--- config.mk ---
export PLATFORM = sky130hd
export DESIGN_NAME = ternary_add_scheduler
export DESIGN_NICKNAME = d
export VERILOG_FILES = /design/src/rtl/ternary_add_scheduler.sv
export SDC_FILE = /design/constraint.sdc
export NUM_CORES = 1
export LEC_CHECK = 0
export ABC_AREA = 1
export BUFFER_PORTS_ARGS = -buffer_cell sky130_fd_sc_hd__clkbuf_2
export CORE_MARGIN = 2
export CORE_UTILIZATION = 56
export CTS_CLUSTER_DIAMETER = 100
export DETAILED_ROUTE_END_ITERATION = 12
export PLACE_DENSITY = 0.84
export SLEW_MARGIN = 0
export SYNTH_ARGS = -nofsm -noshare
export SYNTH_HDL_FRONTEND = slang
export SYNTH_SLANG_ARGS = --single-unit
--- constraint.sdc ---
create_clock -name clk -period 5.26 [get_ports clk]
set_input_delay 0.789 -clock clk [delete_from_list [all_inputs] [get_ports clk]]
set_output_delay 0.789 -clock clk [all_outputs]
set_load 0.05 [all_outputs]
--- src/rtl/ternary_add_scheduler.sv ---
// Two-requester ternary adder: one shared trit adder, LSB first, one trit per clock.
// Round-robin arbitration in IDLE; result held in DONE until the consumer takes it.
module ternary_add_scheduler #(
    parameter int WIDTH = 4
) (
    input  logic                 clk,
    input  logic                 rst,
    input  logic                 req0_valid,
    input  logic                 req1_valid,
    output logic                 req0_ready,
    output logic                 req1_ready,
    input  logic [2*WIDTH-1:0]   req0_a,
    input  logic [2*WIDTH-1:0]   req0_b,
    input  logic [2*WIDTH-1:0]   req1_a,
    input  logic [2*WIDTH-1:0]   req1_b,
    output logic                 rsp_valid,
    input  logic                 rsp_ready,
    output logic                 rsp_id,
    output logic [2*WIDTH-1:0]   rsp_sum,
    output logic [1:0]           rsp_cout,
    output logic                 rsp_err,
    output logic                 busy
);

    localparam int IDX_W = (WIDTH > 1) ? $clog2(WIDTH) : 1;
    localparam logic [IDX_W-1:0] LAST_IDX = IDX_W'(WIDTH - 1);

    typedef enum logic [1:0] {
        IDLE = 2'd0,
        RUN  = 2'd1,
        DONE = 2'd2
    } state_t;

    state_t               state_reg, state_next;
    logic                 ptr_reg, ptr_next;
    logic [IDX_W-1:0]     idx_reg, idx_next;
    logic                 carry_reg, carry_next;
    logic [2*WIDTH-1:0]   a_reg, a_next;
    logic [2*WIDTH-1:0]   b_reg, b_next;
    logic [2*WIDTH-1:0]   sum_reg, sum_next;
    logic                 id_reg, id_next;
    logic                 err_reg, err_next;

    logic                 grant0, grant1;
    logic [2*WIDTH-1:0]   sel_a, sel_b;
    logic [WIDTH-1:0]     operand_bad;
    logic [1:0]           a_trit, b_trit, a_norm, b_norm;
    logic [2:0]           trit_sum;
    logic [1:0]           sum_digit;
    logic                 sum_carry;

    // Grant logic is combinational; the pointer only breaks ties and never moves without an accept.
    always_comb begin
        grant0 = 1'b0;
        grant1 = 1'b0;
        if (state_reg == IDLE && !rst) begin
            grant0 = req0_valid && (!req1_valid || !ptr_reg);
            grant1 = req1_valid && (!req0_valid ||  ptr_reg);
        end
    end

    assign sel_a = grant1 ? req1_a : req0_a;
    assign sel_b = grant1 ? req1_b : req0_b;

    generate
        for (genvar gi = 0; gi < WIDTH; gi++) begin : g_bad
            assign operand_bad[gi] = (&sel_a[2*gi +: 2]) | (&sel_b[2*gi +: 2]);
        end
    endgenerate

    // Invalid code 2'b11 is folded to state 1 before it reaches the adder.
    always_comb begin
        a_trit    = a_reg[{idx_reg, 1'b0} +: 2];
        b_trit    = b_reg[{idx_reg, 1'b0} +: 2];
        a_norm    = (a_trit == 2'b11) ? 2'b01 : a_trit;
        b_norm    = (b_trit == 2'b11) ? 2'b01 : b_trit;
        trit_sum  = {1'b0, a_norm} + {1'b0, b_norm} + {2'b00, carry_reg};
        sum_carry = (trit_sum >= 3'd3);
        sum_digit = sum_carry ? 2'(trit_sum - 3'd3) : trit_sum[1:0];
    end

    always_comb begin
        state_next = state_reg;
        ptr_next   = ptr_reg;
        idx_next   = idx_reg;
        carry_next = carry_reg;
        a_next     = a_reg;
        b_next     = b_reg;
        sum_next   = sum_reg;
        id_next    = id_reg;
        err_next   = err_reg;
        case (state_reg)
            IDLE: begin
                if (grant0 || grant1) begin
                    a_next     = sel_a;
                    b_next     = sel_b;
                    id_next    = grant1;
                    err_next   = |operand_bad;
                    idx_next   = '0;
                    carry_next = 1'b0;
                    sum_next   = '0;
                    ptr_next   = grant0;
                    state_next = RUN;
                end
            end
            RUN: begin
                sum_next[{idx_reg, 1'b0} +: 2] = sum_digit;
                carry_next = sum_carry;
                idx_next   = idx_reg + 1'b1;
                if (idx_reg == LAST_IDX) begin
                    idx_next   = '0;
                    state_next = DONE;
                end
            end
            DONE: begin
                if (rsp_ready) begin
                    state_next = IDLE;
                end
            end
            default: state_next = IDLE;
        endcase
    end

    always_ff @(posedge clk or posedge rst) begin
        if (rst) begin
            state_reg <= IDLE;
            ptr_reg   <= 1'b0;
            idx_reg   <= '0;
            carry_reg <= 1'b0;
            a_reg     <= '0;
            b_reg     <= '0;
            sum_reg   <= '0;
            id_reg    <= 1'b0;
            err_reg   <= 1'b0;
        end else begin
            state_reg <= state_next;
            ptr_reg   <= ptr_next;
            idx_reg   <= idx_next;
            carry_reg <= carry_next;
            a_reg     <= a_next;
            b_reg     <= b_next;
            sum_reg   <= sum_next;
            id_reg    <= id_next;
            err_reg   <= err_next;
        end
    end

    // Response fields are forced to zero outside DONE so partial sums never leak out.
    assign req0_ready = grant0;
    assign req1_ready = grant1;
    assign rsp_valid  = (state_reg == DONE);
    assign rsp_id     = rsp_valid & id_reg;
    assign rsp_sum    = rsp_valid ? sum_reg : '0;
    assign rsp_cout   = rsp_valid ? {1'b0, carry_reg} : 2'b00;
    assign rsp_err    = rsp_valid & err_reg;
    assign busy       = (state_reg != IDLE);

endmodule

==> out/results.txt, run 1 <==
status: complete, no violations
actual slew at the worst max-slew pin: 0.565 ns
min cycle time layout: 3.32 ns
pwr dens: 657 mW/mm²
top_reg_cell synth: dfrtp_1
drt first pass iters: 4
EDFF count, synth: 0
Post-Syn Area: 0.00196 mm²
Final Instance Area: 0.00228 mm²
Crit. path cell count: 14
Yosys warnings: 0
CP max FO: 15
diode count: 0
final setup vio count: 0
f_max: 302 MHz
CP max stage cell: dfrtp_1
Clock transition at path regs: 0.09 ns
Die Width: 63.2 µm
Crit path arrival time: 3.59 ns
placed cells: 355
power share of the sequential group: 0.284
largest net degree at the start of global routing: 36
final WL: 3950 µm
Total Die Area: 0.00399 mm²
reg2reg path depth: 14
# H-tree levels: 2
Net Sw Power: 0.753 mW
antenna violations before repair: 0
Initial Util: 0.588
leading area contributor after synthesis: dfrtp_1
GRT Util Overall: 0.224
clk buf depth: 2
Synth Area in Compound Gates: 0.149
Routability Congestion: 0.959
crit path capture: sum_reg[6]$_DFFE_PP0P_
post-CTS setup buffer count: 0
post-synthesis mux area share: 0
top post-synthesis cells by area: dfrtp_1 41%, nand2_1 13%, nor2_1 6.5%
CP Class: reg2reg
GR Overflow Total: 0
RSZ-0062 raised after global routing: false
fin. max-slew vios: 0
Fill cells: 312
first-pass GRT wire length: 7050 µm
Int Pwr: 0.749 mW
CTS tree: done
worst path cell trace: inv_1 -> nand2_1 -> a32o_1 -> fa_1 -> inv_1 -> fa_1 -> ha_1 -> nor2_1 -> o21ai_1 -> xor2_1 -> or2_1 -> nor2_1 -> nand2_1 -> o21ai_1
worst path buffer plus inverter count: 2
share of Yosys cell area claimed by the top area cell type: 0.408
Placeable Area: 0.00334 mm²
Avg Cell Area, Syn: 7.34 µm²
top post-synthesis cells by count: 70 x nand2_1, 34 x nor2_1, 32 x dfrtp_1
drt wl/cell: 10.9 µm
top-level port count: 53
Reg2Reg Setup Slack: 1.94 ns
P_leak: 1.23 nW
delay-heaviest family, CP: adder cells
Critical path origin: idx_reg[0]$_DFFE_PP0P_
Final Hold Fails: 0
Seq/Total Area, Yosys: 0.408
most common cell in the netlist: nand2_1
CP startpoint kind: flip-flop
Pwr Total: 1.50 mW
CTS Hold Bufs: 0
number of port buffers: 51
Layout Nets: 360
Max-Cap Viols: 0
number of global-route vias before repair: 1,722
Clock Sinks: 32
DRC viols: 0
placed inst area: 0.00223 mm²
CTS Root Buffer Type: clkbuf_4
CP max stage delay: 0.53 ns
reg-to-reg startpoint: idx_reg[0]$_DFFE_PP0P_
switching share of power: 0.502
setup_tns: 0 ns
Vias per Instance: 5.04
Synth Area in Adders: 0.0523
post-synthesis cell type count: 31
routed via count: 1,830
worst relative slew slack: 0.622
final worst clock skew: 0.00869 ns
FP Rows: 21
largest family of logic cells by synthesized area: simple AND/OR/NAND/NOR gates
TritonCTS buffer count: 5
Post-DRT Antenna Nets: 0
final period utilization: 0.630
clock power share: 0.096
Post-Synth Simple-Gate Area: 0.290
die height: 63.2 µm
R2R Path End: sum_reg[6]$_DFFE_PP0P_
flop and latch count out of synthesis: 32
Final Non-Filler Cells: 363
worst skew pair latency: 0.34 ns
Post-Syn Nets: 311
CTS resizes: 0
ys async rst share: 1.00
post-DP HPWL: 3140 µm
Peak VDD IR: 0.000354 V
Area Overhead vs Synth: 16.5%
fin util: 0.685
share of layout cells above drive strength 1: 0.221
post-synthesis cell count: 267
XOR/XNOR Fraction of Synth Area: 0.00447
Worst Path Required: 5.53 ns
DRT iter0 DRCs: 44
crit path capture type: flip-flop
Gate power share: 0.620
class of the worst hold path: reg2reg
-- worst min-delay path by stage --
stage / cells past startpoint / start / slack, ns / end
CTS: 2 / sum_reg[4]$_DFFE_PP0P_ / 0.50 / sum_reg[4]$_DFFE_PP0P_
finish: 2 / sum_reg[4]$_DFFE_PP0P_ / 0.49 / sum_reg[4]$_DFFE_PP0P_
detailed placement: 2 / sum_reg[4]$_DFFE_PP0P_ / 0.47 / sum_reg[4]$_DFFE_PP0P_
global route: 2 / sum_reg[4]$_DFFE_PP0P_ / 0.53 / sum_reg[4]$_DFFE_PP0P_
global placement: 2 / err_reg$_DFFE_PP0P_ / 0.46 / err_reg$_DFFE_PP0P_
floorplan: 2 / err_reg$_DFFE_PP0P_ / 0.45 / err_reg$_DFFE_PP0P_
-- kinds of logic (layout without fill, tap and decap cells) --
| logic type | Yosys count | after routing |
|---|---|---|
| AOI/OAI and AO/OA | 48 | 48 |
| xor gates and xnor gates | 1 | 1 |
| adders and majority gates | 7 | 7 |
| buffers and inverters | 44 | 94 |
| DFF | 32 | 32 |
| other | 1 | 1 |
| and+or+nand+nor | 134 | 134 |
-- per-stage QoR --
stage          setup WS (ns)  hold WS [ns]
6_report                1.94         0.493
5_1_grt                 1.66         0.528
4_1_cts                 1.99         0.498
3_5_place_dp            2.03         0.474
3_3_place_gp            2.14         0.465
2_1_floorplan           2.34         0.449
-- worst min-delay path: stages (launching register included) --
cell	delay (ns)
dfrtp_1	0.36
nand2_1	0.05
o21ai_0	0.06
-- layer usage --
metal,share of wire,GRT usage
met1,0.44,0.270
met2,0.49,0.383
met3,0.050,0.0482
met4,0.022,0.106
met5,0,0
-- area by class of cell --
cell class	instances	area (µm²)	share of cell area
Multi-Input combinational cell	191	977	0.428
Timing Repair Buffer	52	263	0.115
Clock buffer	8	58.8	0.0257
Tap cell	46	57.6	0.0252
Inverter	34	128	0.0559
Sequential cell	32	801	0.350
-- cell usage in the layout (no fill, tap or decap), drive strengths merged --
cell type | Yosys | routed
a32o | 1 | 1
o31ai | 2 | 2
fa | 2 | 2
o21ai | 20 | 20
nand3 | 21 | 21
nor2 | 36 | 36
a21oi | 6 | 6
xor2 | 1 | 1
a31oi | 13 | 13
or2 | 1 | 1
conb | 1 | 1
clkbuf | 3 | 59
ha | 5 | 5
o21a | 1 | 1
buf | 7 | 1
nand4 | 2 | 2
nand2 | 73 | 73
o22ai | 4 | 4
nor3 | 1 | 1
dfrtp | 32 | 32
inv | 34 | 34
o211ai | 1 | 1
-- power by group through the flow --
stage | combinational, mW | sequential, mW | clock (mW)
after floorplan | 0.767 | 0.404 | 0
final | 0.931 | 0.426 | 0.145
after global routing | 1.08 | 0.442 | 0.160
after detailed placement | 0.923 | 0.432 | 0
after CTS | 0.931 | 0.426 | 0.148
after global placement | 0.885 | 0.428 | 0
(Power assumes the default switching activity.)
==> inputs of run 2 (changes only) <==
--- a/config.mk
+++ b/config.mk
@@ -8,10 +8,10 @@
 export ABC_AREA = 1
 export BUFFER_PORTS_ARGS = -buffer_cell sky130_fd_sc_hd__clkbuf_2
 export CORE_MARGIN = 2
-export CORE_UTILIZATION = 56
+export CORE_UTILIZATION = 47
 export CTS_CLUSTER_DIAMETER = 100
 export DETAILED_ROUTE_END_ITERATION = 12
-export PLACE_DENSITY = 0.84
+export PLACE_DENSITY = 0.76
 export SLEW_MARGIN = 0
 export SYNTH_ARGS = -nofsm -noshare
 export SYNTH_HDL_FRONTEND = slang
==> constraint.sdc (replaced) <==
create_clock -name clk -period 2.9 [get_ports clk]
set_input_delay 0.435 -clock clk [delete_from_list [all_inputs] [get_ports clk]]
set_output_delay 0.435 -clock clk [all_outputs]
set_load 0.05 [all_outputs]
==> run 2 against run 1 <==
Effect of this change: die area is 18% higher; critical path depth fell by 2; non-clock buffer count is 12 higher; first-iteration DRC count is 18% higher; largest cell class unchanged.
==> out/results.txt, run 2 (same netlist as run 1, synthesis figures left out) <==
Clock Sinks: 32
antenna violations before repair: 0
drt first pass iters: 4
f_max: 346 MHz
Routability Congestion: 0.945
Final Hold Fails: 0
Critical path origin: idx_reg[0]$_DFFE_PP0P_
met1 Use GR: 0.246
Area Overhead vs Synth: 25.3%
Layout Nets: 372
GR Overflow Total: 0
Worst Path Required: 3.09 ns
share of layout cells above drive strength 1: 0.299
worst path cell trace: inv_2 -> nand2_1 -> a32o_2 -> fa_2 -> inv_2 -> fa_1 -> ha_2 -> nor2_2 -> o21ai_2 -> xor2_1 -> or2_1 -> o31ai_2
Final Non-Filler Cells: 378
Vias per Instance: 4.92
delay-heaviest family, CP: adder cells
worst skew pair latency: 0.28 ns
number of port buffers: 51
Clock transition at path regs: 0.07 ns
CTS Hold Bufs: 0
CP max stage cell: dfrtp_2
clk buf depth: 2
Die Width: 68.6 µm
final period utilization: 0.997
routing usage on met2: 0.339
GRT Util Overall: 0.201
CTS Root Buffer Type: clkbuf_8
reg-to-reg startpoint: idx_reg[0]$_DFFE_PP0P_
die height: 68.6 µm
fin. max-slew vios: 0
P_leak: 1.31 nW
top-level port count: 53
first-pass GRT wire length: 7160 µm
Crit path arrival time: 3.09 ns
final setup vio count: 0
most common cell after layout, fill and taps aside: nand2_1
CP max FO: 5
placed inst area: 0.00227 mm²
Peak VDD IR: 0.000577 V
multi-input logic area: 0.00102 mm²
RSZ-0062 raised after global routing: true
fin util: 0.614
Top Usage Layer GRT: met2
number of global-route vias before repair: 1,712
Fill cells: 359
CP Class: reg2reg
Initial Util: 0.490
final WL: 4290 µm
CP max stage delay: 0.44 ns
most used cell, CP: inv_2
DRT iter0 DRCs: 52
Pwr Total: 3.39 mW
commonest non-fill, non-tap cells in the layout: 70 x nand2_1, 51 x clkbuf_2, 32 x nor2_1, 31 x dfrtp_1, 26 x inv_1
Max-Cap Viols: 0
drt wl/cell: 11.4 µm
worst path buffer plus inverter count: 2
routed via count: 1,861
min cycle time layout: 2.89 ns
diode count: 0
class of the worst hold path: in2async
post-DP HPWL: 3220 µm
Post-DRT Antenna Nets: 0
placed cells: 364
storage element area: 802 µm²
Final Instance Area: 0.00246 mm²
grt met3 use: 0.0536
largest net degree at the start of global routing: 33
final worst clock skew: 0.00645 ns
FP Rows: 23
crit path capture type: flip-flop
Total Die Area: 0.00470 mm²
DRC viols: 0
status: complete, no violations
CTS tree: done
# H-tree levels: 2
CP startpoint kind: flip-flop
Placeable Area: 0.00400 mm²
TritonCTS buffer count: 5
pwr dens: 1380 mW/mm²
[run 2: changes by cell type in the layout (fill, tap and decap cells not counted), sizes merged]
cell      change
buf          +12
clkbuf        -3
clkinv        +1
clkinvlp      +1
[run 2: repair_timing]
item,CTS,global route
cloned,0,0
resized for setup,5,16
buffers inserted,3,4
endpoints found under the setup margin,3,6
pin swaps,0,10
[run 2: metrics by stage]
step	hold slack, ns	worst slack (ns)	setup TNS (ns)
4_1_cts	0.298	0.00338	0
3_5_place_dp	0.475	-0.0711	-0.126
2_1_floorplan	0.449	0.0500	0
6_report	0.283	0.00784	0
5_1_grt	0.325	-0.146	-0.446
3_3_place_gp	0.466	0.0768	0
[run 2: path summary, 6_finish.rpt]
path / depth (start not counted) / slack, ns / endpoint
max: 12 / 0.008 / sum_reg[2]$_DFFE_PP0P_
min: 3 / 0.28 / state_reg[0]$_DFFE_PP0P_
max reg2reg: 12 / 0.008 / sum_reg[2]$_DFFE_PP0P_
min reg2reg: 2 / 0.49 / err_reg$_DFFE_PP0P_
max in group asynchronous: 3 / 2.30 / idx_reg[0]$_DFFE_PP0P_
min in group clk: 2 / 0.34 / state_reg[1]$_DFFE_PP0P_
[run 2: power by group]
part	internal, mW	switching (mW)
registers	0.651	0.108
clock network	0.162	0.159
logic	0.943	1.37
total	1.76	1.64
[run 2: per-layer routing]
metal  wire length, µm  share of wire
met1              1900           0.44
met2              2080           0.48
met3               218          0.051
met4                94          0.022
met5                 0              0
[run 2: final cells by class]
| cell class | instances | share of cell area |
|---|---|---|
| Multi-Input combinational cell | 191 | 0.416 |
| Sequential cell | 32 | 0.326 |
| Timing Repair Buffer | 64 | 0.147 |
| Inverter | 34 | 0.0519 |
| Clock buffer | 5 | 0.0280 |
| Tap cell | 50 | 0.0255 |
| Clock inverter | 2 | 0.00509 |
[run 2: worst reg2reg max path, stage by stage (launching register included)]
cell,delay (ns)
dfrtp_2,0.44
inv_2,0.10
nand2_1,0.05
a32o_2,0.29
fa_2,0.36
inv_2,0.06
fa_1,0.44
ha_2,0.21
nor2_2,0.10
o21ai_2,0.09
xor2_1,0.16
or2_1,0.27
o31ai_2,0.25
